--- src/rtl/bus_transfer_sequencer_if.sv ---
// rtl/bus_transfer_sequencer_if.sv - request handshake and bus enable bundle for bus_transfer_sequencer
interface bus_transfer_sequencer_if #(
  parameter int NUM_SRC = 8,
  parameter int NUM_DST = 8,
  parameter int SRC_W   = 3,
  parameter int DST_W   = 3
);
  logic               req_valid;
  logic               req_ready;
  logic [SRC_W-1:0]   req_src;
  logic [DST_W-1:0]   req_dst;
  logic [NUM_SRC-1:0] drive_en;
  logic [NUM_DST-1:0] load_en;
  logic               done;
  logic               err;
  logic               busy;

  modport master (
    output req_valid, req_src, req_dst,
    input  req_ready, drive_en, load_en, done, err, busy
  );

  modport slave (
    input  req_valid, req_src, req_dst,
    output req_ready, drive_en, load_en, done, err, busy
  );
endinterface

--- src/rtl/bus_transfer_sequencer.sv ---
// rtl/bus_transfer_sequencer.sv - drive/load/turnaround sequencer for the shared 16-bit data bus
module bus_transfer_sequencer #(
  parameter int NUM_SRC    = 8,
  parameter int NUM_DST    = 8,
  parameter int SRC_W      = 3,
  parameter int DST_W      = 3,
  parameter int TURNAROUND = 1
) (
  input  logic clk,
  input  logic rst_n,
  bus_transfer_sequencer_if.slave bus
);
  typedef enum logic [1:0] {IDLE, DRIVE, LOAD, TURN} state_t;

  state_t             state_q, state_d;
  logic [SRC_W-1:0]   cur_src_q, cur_src_d;
  logic [DST_W-1:0]   cur_dst_q, cur_dst_d;
  logic [1:0]         turn_q, turn_d;
  logic [SRC_W-1:0]   q_src [2];
  logic [DST_W-1:0]   q_dst [2];
  logic               rd_ptr_q, wr_ptr_q;
  logic [1:0]         count_q, count_d;
  logic               push, pop, dispatch, head_ok;
  logic [NUM_SRC-1:0] drive_q, drive_d;
  logic [NUM_DST-1:0] load_q, load_d;
  logic               done_q, err_q, err_d, busy_q;

  assign bus.req_ready = (count_q != 2'd2);
  assign push          = bus.req_valid && (count_q != 2'd2);
  assign head_ok       = (32'(q_src[rd_ptr_q]) < NUM_SRC) && (32'(q_dst[rd_ptr_q]) < NUM_DST);
  assign count_d       = count_q + {1'b0, push} - {1'b0, pop};

  always_comb begin
    state_d   = state_q;
    cur_src_d = cur_src_q;
    cur_dst_d = cur_dst_q;
    turn_d    = turn_q;
    dispatch  = 1'b0;
    pop       = 1'b0;
    err_d     = 1'b0;
    case (state_q)
      IDLE:  dispatch = 1'b1;
      DRIVE: state_d = LOAD;
      LOAD: begin
        if (TURNAROUND > 0) begin
          state_d = TURN;
          turn_d  = 2'(TURNAROUND - 1);
        end else begin
          dispatch = 1'b1;
        end
      end
      TURN: begin
        if (turn_q == 2'd0) dispatch = 1'b1;
        else                turn_d   = turn_q - 2'd1;
      end
      default: state_d = IDLE;
    endcase
    // An invalid head is consumed here and leaves the FSM idle for one cycle
    if (dispatch) begin
      state_d = IDLE;
      if (count_q != 2'd0) begin
        pop = 1'b1;
        if (head_ok) begin
          state_d   = DRIVE;
          cur_src_d = q_src[rd_ptr_q];
          cur_dst_d = q_dst[rd_ptr_q];
        end else begin
          err_d = 1'b1;
        end
      end
    end
  end

  always_comb begin
    drive_d = '0;
    load_d  = '0;
    for (int i = 0; i < NUM_SRC; i++)
      drive_d[i] = (state_d == DRIVE || state_d == LOAD) && (32'(cur_src_d) == i);
    for (int i = 0; i < NUM_DST; i++)
      load_d[i] = (state_d == LOAD) && (32'(cur_dst_d) == i);
  end

  always_ff @(posedge clk or negedge rst_n) begin
    if (!rst_n) begin
      state_q   <= IDLE;
      cur_src_q <= '0;
      cur_dst_q <= '0;
      turn_q    <= '0;
      q_src[0]  <= '0;
      q_src[1]  <= '0;
      q_dst[0]  <= '0;
      q_dst[1]  <= '0;
      rd_ptr_q  <= 1'b0;
      wr_ptr_q  <= 1'b0;
      count_q   <= '0;
      drive_q   <= '0;
      load_q    <= '0;
      done_q    <= 1'b0;
      err_q     <= 1'b0;
      busy_q    <= 1'b0;
    end else begin
      state_q   <= state_d;
      cur_src_q <= cur_src_d;
      cur_dst_q <= cur_dst_d;
      turn_q    <= turn_d;
      if (push) begin
        q_src[wr_ptr_q] <= bus.req_src;
        q_dst[wr_ptr_q] <= bus.req_dst;
        wr_ptr_q        <= ~wr_ptr_q;
      end
      if (pop) rd_ptr_q <= ~rd_ptr_q;
      count_q <= count_d;
      drive_q <= drive_d;
      load_q  <= load_d;
      done_q  <= (state_d == LOAD);
      err_q   <= err_d;
      busy_q  <= (state_d != IDLE) || (count_d != 2'd0);
    end
  end

  assign bus.drive_en = drive_q;
  assign bus.load_en  = load_q;
  assign bus.done     = done_q;
  assign bus.err      = err_q;
  assign bus.busy     = busy_q;
endmodule

--- src/flat_wrapper.sv ---
// flat-port wrapper written by rule: the top's interface ports become plain ports
module bus_transfer_sequencer_flat 
#(
  parameter int NUM_SRC    = 8,
  parameter int NUM_DST    = 8,
  parameter int SRC_W      = 3,
  parameter int DST_W      = 3,
  parameter int TURNAROUND = 1
)
  (clk, rst_n, bus_req_valid, bus_req_src, bus_req_dst, bus_req_ready, bus_drive_en, bus_load_en, bus_done, bus_err, bus_busy);
  bus_transfer_sequencer_if #(.NUM_SRC(NUM_SRC), .NUM_DST(NUM_DST), .SRC_W(SRC_W), .DST_W(DST_W)) bus_i ();
  input  logic clk;
  input  logic rst_n;
  input wire logic [$bits(bus_i.req_valid)-1:0] bus_req_valid;
  input wire logic [$bits(bus_i.req_src)-1:0] bus_req_src;
  input wire logic [$bits(bus_i.req_dst)-1:0] bus_req_dst;
  output wire logic [$bits(bus_i.req_ready)-1:0] bus_req_ready;
  output wire logic [$bits(bus_i.drive_en)-1:0] bus_drive_en;
  output wire logic [$bits(bus_i.load_en)-1:0] bus_load_en;
  output wire logic [$bits(bus_i.done)-1:0] bus_done;
  output wire logic [$bits(bus_i.err)-1:0] bus_err;
  output wire logic [$bits(bus_i.busy)-1:0] bus_busy;
  assign bus_i.req_valid = bus_req_valid;
  assign bus_i.req_src = bus_req_src;
  assign bus_i.req_dst = bus_req_dst;
  assign bus_req_ready = bus_i.req_ready;
  assign bus_drive_en = bus_i.drive_en;
  assign bus_load_en = bus_i.load_en;
  assign bus_done = bus_i.done;
  assign bus_err = bus_i.err;
  assign bus_busy = bus_i.busy;
  bus_transfer_sequencer #(.NUM_SRC(NUM_SRC), .NUM_DST(NUM_DST), .SRC_W(SRC_W), .DST_W(DST_W), .TURNAROUND(TURNAROUND)) u_core (.clk(clk), .rst_n(rst_n), .bus(bus_i));
endmodule
--- config.mk ---
export PLATFORM = sky130hd
export DESIGN_NAME = bus_transfer_sequencer_flat
export DESIGN_NICKNAME = d
export VERILOG_FILES = /design/src/rtl/bus_transfer_sequencer_if.sv /design/src/rtl/bus_transfer_sequencer.sv /design/src/flat_wrapper.sv
export SDC_FILE = /design/constraint.sdc
export NUM_CORES = 1
export LEC_CHECK = 0
export ABC_AREA = 1
export CAP_MARGIN = 40
export CORE_MARGIN = 2
export CORE_UTILIZATION = 48
export DETAILED_ROUTE_END_ITERATION = 10
export HOLD_SLACK_MARGIN = 0.08
export PLACE_DENSITY = 0.75
export SYNTH_ARGS = -nofsm -noshare
export SYNTH_HDL_FRONTEND = slang
export SYNTH_SLANG_ARGS = --single-unit
--- constraint.sdc ---
create_clock -name clk -period 1.7 [get_ports clk]
set_input_delay 0.425 -clock clk [delete_from_list [all_inputs] [get_ports clk]]
set_output_delay 0.425 -clock clk [all_outputs]
set_load 0.005 [all_outputs]
Word level (Yosys, flattened, before mapping):

Cells that the tools add are included.

* flip-flop bits (word level): 44
* bits of input ports: 9
* output and inout bits: 20
* logic and storage cells: 98

* add/sub/neg operators: 3
* order comparisons: 3
* equal/unequal tests: 21
* mux-type cells: 23
* bitwise gates (word level): 4
* reduce and logical (&&, ||, !) cells: 29

Operators by type and width (count)
* $mux W3: 11
* $eq A3 B3 Y1 const B: 8
* $logic_and A1 B1 Y1: 18
* $bwmux W6: 2
* $eq A3 B2 Y1 const B: 4
* $pmux W2 S2: 2
* $reduce_bool A2 Y1: 4
* $eq A2 B2 Y1 const B: 3
* $eq A3 B1 Y1 const B: 2
* $logic_not A3 Y1: 2
* $eq A2 B1 Y1 const B: 2
* $ge A2 B2 Y1 const B: 2
* $logic_not A2 Y1: 2
* $mux W1: 4
* $mux W2: 2
* $ne A2 B2 Y1 const B: 2
* $not A1 Y2: 2
* $demux W3 S1: 1
* $add A2 B1 Y2: 1
* $logic_or A1 B1 Y1: 2
* $lt A2 B1 Y1 const B: 1
* $not A1 Y1: 2
* $pmux W1 S2: 1
* $reduce_and A2 Y1: 1
* 2 further kinds: 2

Depth between registers and ports, before layout:

* depth in word-level cells: 8
* depth in mapped cells: 11
* gate-level depth less buffers: 11

Worst setup path after synthesis:

OpenSTA, ideal clock, no wires.

* path type: reg-to-reg
* from: register u_core.state_q[0]
* to: register u_core.busy_q, in the netlist u_core.bus.busy
* library setup time: 0.130 ns
* data arrival time: 1.716 ns
* data required time: 1.570 ns
* slack: -0.146 ns
* cell stages (with the launch flop): 11
* buffers on the path: 0
* period minus slack after synthesis: 1.846 ns
* cell sequence: dfrtp_1 > inv_1 > ha_1 > inv_2 > nand3_4 > inv_1 > ha_1 > inv_1 > ha_1 > xnor2_1 > nand3b_1

* word-level cells in the longest chain between the ends: 6
* elaborated cells on any way between the ends: 12
* those cells by class: add/sub: 1; eq/ne: 3; mux: 4; reduce/logical: 4

Ends and longest elaborated chain
* start: declaration: RTL line bus_transfer_sequencer.sv:15 `state_t state_q, state_d;`
* start signal: assignment: RTL line bus_transfer_sequencer.sv:102 `state_q <= state_d;`
* $eq A2 B2 Y1 / $logic_not A2 Y1 (equally long branches): RTL line bus_transfer_sequencer.sv:41 `case (state_q)`
* $pmux W1 S2 (*): RTL line bus_transfer_sequencer.sv:41
* $mux W1 (*): RTL line bus_transfer_sequencer.sv:59 `if (dispatch) begin`
* via u_core.pop: RTL line bus_transfer_sequencer.sv:23 `logic push, pop, dispatch, head_ok;`
* $sub A2 B1 Y2 (*): RTL line bus_transfer_sequencer.sv:31 `assign count_d = count_q + {1'b0, push} - {1'b0, pop};`
* $reduce_bool A2 Y1 (*): RTL line bus_transfer_sequencer.sv:117 `busy_q <= (state_d != IDLE) || (count_d != 2'd0);`
* $logic_or A1 B1 Y1 (*): RTL line bus_transfer_sequencer.sv:117
* end signal: assignment: RTL line bus_transfer_sequencer.sv:117
* end: declaration: RTL line bus_transfer_sequencer.sv:26 `logic done_q, err_q, err_d, busy_q;`

Mark *: on every way through the listed nets, which the timed path passes. The rest lies on a longest branch.
A chain may end at the register's enable or synchronous reset.

Worst setup path after layout:

* from: register u_core.state_q[1]
* to: register u_core.drive_q[3], in the netlist u_core.bus.drive_en[3]

* word-level cells in the longest chain between the ends: 6
* elaborated cells on any way between the ends: 13
* those cells by class: eq/ne: 6; mux: 4; reduce/logical: 3

Ends and longest elaborated chain
* $eq A2 B2 Y1, or another cell as far along: RTL line bus_transfer_sequencer.sv:41
* $pmux W2 S2 / $pmux W1 S2 (equally long branches): RTL line bus_transfer_sequencer.sv:41
* $mux W2 (*): RTL line bus_transfer_sequencer.sv:59
* via u_core.state_d[1]: RTL line bus_transfer_sequencer.sv:15
* $eq A2 B1 Y1 / $eq A2 B2 Y1 (equally long branches): RTL line bus_transfer_sequencer.sv:78 `drive_d[i] = (state_d == DRIVE || state_d == LOAD) && (32'(cur_src_d) == i);`
* $logic_or A1 B1 Y1 (*): RTL line bus_transfer_sequencer.sv:78
* $logic_and A1 B1 Y1 (*): RTL line bus_transfer_sequencer.sv:78
* via u_core.drive_d[3]: RTL line bus_transfer_sequencer.sv:24 `logic [NUM_SRC-1:0] drive_q, drive_d;`
* end signal: assignment: RTL line bus_transfer_sequencer.sv:113 `drive_q <= drive_d;`
* end: declaration: RTL line bus_transfer_sequencer.sv:24

Marked as above.

==> run summary <==
The flow ran to the end, but the final reports show violations. The checks that failed: setup timing. The routed via count divided by cell count is roughly 4.8. The library cell used most frequently in the layout, excluding fill and tap cells, is sky130_fd_sc_hd__nand2_1. The stage delay of the slowest cell on the critical path is 400 ps.

Total power for the finished layout comes to 6.09 mW. The total non-filler cell area in the finished layout is ~2800 sq um. The total number of nets in the final design is 294. The maximum clock rate came out at 0.570 GHz. From synthesis to final layout, the design area changed by 34.4%.

The number of routed nets with antenna violations is 0. The overall routing resource usage is between 15 and 20%. The critical-path cell with the highest stage delay is sky130_fd_sc_hd__dfrtp_1. The worst hold-check path type is flip-flop to flip-flop. In the synthesized netlist, the number of instances is 229.

Setup repair after global routing could not meet its margin everywhere. The weighted congestion at the end of routability-driven global placement came out at 0.807. The worst path in the final design needs a cycle of 1750 ps, including I/O delays and setup.

The flip-flop and latch count after synthesis came out at 44. The site row count came out at 23. The setup slack after layout is -53.4 ps. The count of boundary I/O pins came out at 29.

The type of element launching the critical path is a flip-flop. The post-synth net total came out at 246. For this run, design rule violations remaining after detail routing come to 0.

The clock-pin transition on the worst setup and hold timing paths came out at 90 ps. Traced cell by cell, the critical path runs through inv_2 -> ha_4 -> a21oi_1 -> nor2_2 -> inv_2 -> ha_4 -> nand3_4 -> nor2_2. Broken down by cell family, the worst path's largest delay share belongs to adder cells. Power spread over the standard cell area amounts to about 2200 nW/um^2.

The total overflow reported by the global router is 0. The tool flagged a number of max-cap violations equal to 0. The worst setup path category is flip-flop to flip-flop.

The vertical extent of the die is 69.3 microns. The analysis attributes to cell leakage a power of 1.36 nW. In the finished design, the share of the clock period the worst path needs comes to 103%.

The first-pass GRT wire length came out at 6700 microns. The setup-violating endpoint count in the final report is 9. The mapped cell area is approximately 2000 sq um.

TritonCTS built the clock tree. In the final routed layout, each cell accounts on average for 12.2 microns. The maximum clock skew at final layout is 11.7 ps.

The number of distinct library cells after synthesis is 26. Summing over every cut layer, the via total after detailed routing is approximately 1,600. Counting along the longest clock path gives a buffer depth of 2. At the worst endpoint, the arrival time is 1980 ps.

The number of max-slew violations in the final report came out at 0. The final wirelength is 4000 microns. Of the synthesized area, sequential elements account for 53.8%. The tree is rooted in a sky130_fd_sc_hd__clkbuf_8.

The buffers plus inverters on the worst setup path is 2. 0 antenna diodes ended up in the layout. The standard cell core area came out at 4060 sq um. The pin count of the biggest net entering global routing came out at 27.

The number of global-route vias before repair is 1,489. In the layout the commonest cells are sky130_fd_sc_hd__nand2_1 (69), sky130_fd_sc_hd__dfrtp_1 (43), sky130_fd_sc_hd__clkdlybuf4s50_1 (25). The first detailed-routing pass ran for 4 iterations. The type of destination of the critical path is a flip-flop. The average instance in the mapped netlist occupies slightly below 9 sq um. The post-detailed-placement cell area came out at 2500 sq um. At the later pin of the worst-skew pair, clock insertion delay measures 300 ps. The initial antenna violation count is 0.

Cells fill 67.8% of the core in the end. The number of hold-slack violations in the final timing report is 0. The share of layout cells above drive strength 1 is 30.2%. The horizontal extent of the die is 69.3 microns. At the worst endpoint, the required time is 1930 ps. Summed over all nets, the half-perimeter wirelength after detailed placement is 2760 microns.

The CTS sink count came out at between 40 and 50. Of all nets on the critical path, the largest fanout is 4. The synthesis warning total is 0.

The iteration-0 DRC count of the detailed router is 93. The floorplan die area came out at around 4800 sq um. Once the floorplan was initialized, standard cells occupied about 50% of the core. The quantity of I/O buffers inserted on ports is 27. IR analysis of the VDD net gives a maximum drop of 1240 uV.

The TritonCTS buffer count is 5. The count of H-tree levels built during CTS came out at 2.
## cell usage after synthesis
cell                       count  share of area [%]
sky130_fd_sc_hd__or2_4         1               0.43
sky130_fd_sc_hd__buf_6         2                1.1
sky130_fd_sc_hd__nand2_2       3               0.92
sky130_fd_sc_hd__xnor2_1       1               0.43
sky130_fd_sc_hd__nand3_4       1               0.86
sky130_fd_sc_hd__nand2_4       3                1.6
sky130_fd_sc_hd__nand3b_1      1               0.37
sky130_fd_sc_hd__o21ai_0       9                2.2
sky130_fd_sc_hd__ha_1          8                4.9
sky130_fd_sc_hd__inv_1        31                5.7
sky130_fd_sc_hd__xor2_1        2               0.86
sky130_fd_sc_hd__nand2_1      75                 14
sky130_fd_sc_hd__a21boi_2      1               0.55
sky130_fd_sc_hd__nand3_2       4                2.0
sky130_fd_sc_hd__o21ai_2       6                2.6
sky130_fd_sc_hd__inv_2         5               0.92
sky130_fd_sc_hd__nor3_1        1               0.24
sky130_fd_sc_hd__nand3_1       2               0.49
sky130_fd_sc_hd__buf_4         1               0.37
sky130_fd_sc_hd__dfrtp_1      44                 54
sky130_fd_sc_hd__clkbuf_1      1               0.18
sky130_fd_sc_hd__a21oi_1       2               0.49
sky130_fd_sc_hd__nor2_1       17                3.1
sky130_fd_sc_hd__nand4_1       6                1.8
sky130_fd_sc_hd__conb_1        1               0.18
sky130_fd_sc_hd__buf_2         1               0.24
## power breakdown
group          leakage, nW  switching [mW]  internal (mW)  total [mW]
sequential           0.566           0.217           1.44        1.65
clock               0.0445           0.356          0.330       0.686
combinational        0.751            2.10           1.66        3.75
## final timing paths
path                            slack, ps  cells after the start              start                endpoint
worst min register to register        490                      2    u_core.q_dst[5]         u_core.q_dst[5]
worst max register to register        -50                      8  u_core.state_q[1]  u_core.bus.drive_en[3]
worst min-delay path                  490                      2    u_core.q_dst[5]         u_core.q_dst[5]
worst max-delay path                  -50                      8  u_core.state_q[1]  u_core.bus.drive_en[3]
max in group asynchronous             600                      3              rst_n     u_core.cur_src_q[2]
min in group asynchronous             600                      2              rst_n        u_core.turn_q[0]
## repair_timing
action,4_1_cts,5_1_grt
pin swaps,8,13
hold endpoints to repair,8,0
buffers inserted,5,3
gates resized for setup,5,22
hold buffers,1,0
setup endpoints to repair,18,18
## routing by layer
metal  vias up  GRT usage (%)  routed length [microns]
li1        792              -                        -
met1       726           21.2                     1750
met2        34           29.4                     2040
met3         6           4.80                      156
met4         0           7.19                       53
met5         -              0                        0
## stage by stage
step	hold slack (ps)	cells	TNS (ps)	setup WS, ps
finish	490	328	-244	-53.4
global route	505	328	-1590	-178
CTS	489	325	-276	-28.5
detailed placement	402	311	-280	-40.1
global placement	404	311	0	13.2
floorplan	129	229	-0.100	-0.100
## registers in the layout, indices dropped and copies added (netlist names)
| signal | cells |
|---|---|
| u_core.bus.drive_en | 8 |
| u_core.count_q | 2 |
| u_core.turn_q | 2 |
| u_core.q_src | 6 |
| u_core.wr_ptr_q | 1 |
| u_core.rd_ptr_q | 1 |
| u_core.bus.load_en | 8 |
| u_core.cur_dst_q | 3 |
| u_core.bus.done | 1 |
| u_core.q_dst | 6 |
| u_core.state_q | 2 |
| u_core.bus.busy | 1 |
| u_core.cur_src_q | 3 |
## kinds of logic (layout without fill, tap and decap cells)
family,after synthesis,in the layout,share of synthesized area [%]
flops,44,44,53.8
fa+ha+maj,8,8,4.89
simple gates,114,114,25.6
compound gates,18,18,5.80
other cells,1,1,0.183
buf+inv,41,90,8.49
xor+xnor,3,3,1.28
## area by class of cell
class / instances / area, sq um
clock inverter: 1 / 7.51
multi-input combinational: 144 / 922
fill: 314 / 1310
tap: 50 / 62.6
timing repair buffer: 46 / 429
clock buffer: 7 / 86.3
sequential: 44 / 1100
inverter: 36 / 143
## worst reg2reg max path, stage by stage, from the launching register on
cell and delay, ps:
sky130_fd_sc_hd__dfrtp_1 400, sky130_fd_sc_hd__inv_2 60, sky130_fd_sc_hd__ha_4 300, sky130_fd_sc_hd__a21oi_1 70, sky130_fd_sc_hd__nor2_2 240, sky130_fd_sc_hd__inv_2 80, sky130_fd_sc_hd__ha_4 300, sky130_fd_sc_hd__nand3_4 120
sky130_fd_sc_hd__nor2_2 110
(Power assumes the default switching activity.)
==> RTL edit, RTL diff (same settings) <==
Re-encode `state_t` (4 states) as one-hot, 4 bits wide.
--- a/src/rtl/bus_transfer_sequencer.sv
+++ b/src/rtl/bus_transfer_sequencer.sv
@@ -10,7 +10,7 @@
   input  logic rst_n,
   bus_transfer_sequencer_if.slave bus
 );
-  typedef enum logic [1:0] {IDLE, DRIVE, LOAD, TURN} state_t;
+  typedef enum logic [3:0] {IDLE = 4'b0001, DRIVE = 4'b0010, LOAD = 4'b0100, TURN = 4'b1000} state_t;
 
   state_t             state_q, state_d;
   logic [SRC_W-1:0]   cur_src_q, cur_src_d;
Check against the original RTL: no difference found for any inputs over 10 cycles, from zero or initial values and one cycle with rst_n low; not proved beyond that.
==> RTL edit against the unedited design <==
- sequential share of layout area is 4.5 points higher
- total power is 23% lower
- routed wire length is 11% lower
- critical path depth is 3 higher
- synthesized area is 2.1% lower
- final cell count is 5.8% lower
- setup slack better by 0.090 ns
- sequential cell count is 2 higher
- maximum frequency is 5.4% higher
- core utilization is 3.1 points lower
- non-clock buffer count is 3 lower
- cell area is 5.9% lower
- count of clock-buffer cells in the layout is 1 lower
- critical path type unchanged
- critical endpoint is now u_core.bus.busy$_DFF_PN0_
- largest power group unchanged
==> RTL edit: results (changes against the unedited design) <==
Post-CTS Setup Inserts=4 (-1); DR iter-0 viols=89 (-4.3%); HPWL Detailed=2.58 mm (-6.8%); Worst EP arrival=1.84 ns (-0.14 ns); largest cells by area after synthesis=dfrtp_1 56%, nand2_1 12%, nand2_2 3.7%; vias in the first global route=1412 (-5.2%); Syn Nets=223 (-9.3%); static leakage=1.29 nW (-5.3%); Place WS=0.00219 ns (+0.0423 ns); part of the Yosys area used for sequential elements=57.5% (+3.7 points); layout cells sized above 1=26.3% (-4.0 points); Area after DPL=2410 µm² (-3.7%); Total GRT Usage=17.1% (-0.39 points); area share of fa/ha/maj cells after synthesis=1.87% (-3.0 points); first-pass GRT wire length=6.01 mm (-10%); worst clock skew=0.00671 ns (-0.00501 ns); slowest CP cell=dfrtp_2; status=complete, no violations; Final Non-Filler Cells=309 (-5.8%); synth unique cells=24 (-7.7%); CP max FO=3 (-1); Setup crit start=u_core.count_q[1]$_DFF_PN0_; most frequent cells after synthesis=66 x nand2_1, 45 x dfrtp_1, 19 x nor2_1; GPL Wtd Cong=0.817 (+1.3%); FILL cells=326 (+3.8%)
RTL edit: cell count changes in the layout (fill, tap and decap cells not counted), moves of 3 or more:
cell,before,now
nor2_2,9,1
nor2_4,0,3
nand2_1,69,66
nand4_1,6,0
nand3_1,2,9
nand2_2,8,12
buf_4,16,13
nor2_1,8,19
inv_1,24,14
RTL edit: worst paths after layout:
path,endpoint,slack [ns],cells after the start
max,u_core.bus.busy$_DFF_PN0_,0.04,11
min,u_core.q_dst[0]$_DFFE_PN0P_,0.49,2
max reg2reg,u_core.bus.busy$_DFF_PN0_,0.04,11
min reg2reg,u_core.q_dst[0]$_DFFE_PN0P_,0.49,2
max in group asynchronous,u_core.state_q[0]$_DFF_PN1_,0.58,3
min in group asynchronous,u_core.bus.drive_en[0]$_DFF_PN0_,0.57,2
RTL edit: report_power, final:
| group | internal [W] | leakage [nW] | switching (W) |
|---|---|---|---|
| registers | 0.00147 | 0.597 | 0.000204 |
| clock network | 0.000327 | 0.0472 | 0.000349 |
| logic | 0.00103 | 0.646 | 0.00130 |
RTL edit: layout make-up:
class / instances / area share [%]
multi-input combinational: 139 / 30.4
inverter: 23 / 3.43
clock buffer: 6 / 3.19
timing repair buffer: 43 / 15.5
clock inverter: 2 / 0.483
tap: 50 / 2.41
sequential: 46 / 44.5
RTL edit: layer usage:
metal / share of wire, % / wire [µm] / track usage, % / vias up
met5: 0 / 0 / 0 / -
met4: 1.3 / 47 / 6.50 / 0
met3: 2.8 / 100 / 3.08 / 4
met2: 51 / 1830 / 28.6 / 19
met1: 45 / 1600 / 22.0 / 689
li1: - / - / - / 734
RTL edit: critical path: cells and delay by family (launching register included):
family                     cells  cell delay (ns)
buffers and inverters          4             0.28
adders and majority gates      2             0.40
xor gates and xnor gates       1             0.12
DFF                            1             0.41
and+or+nand+nor                4             0.34
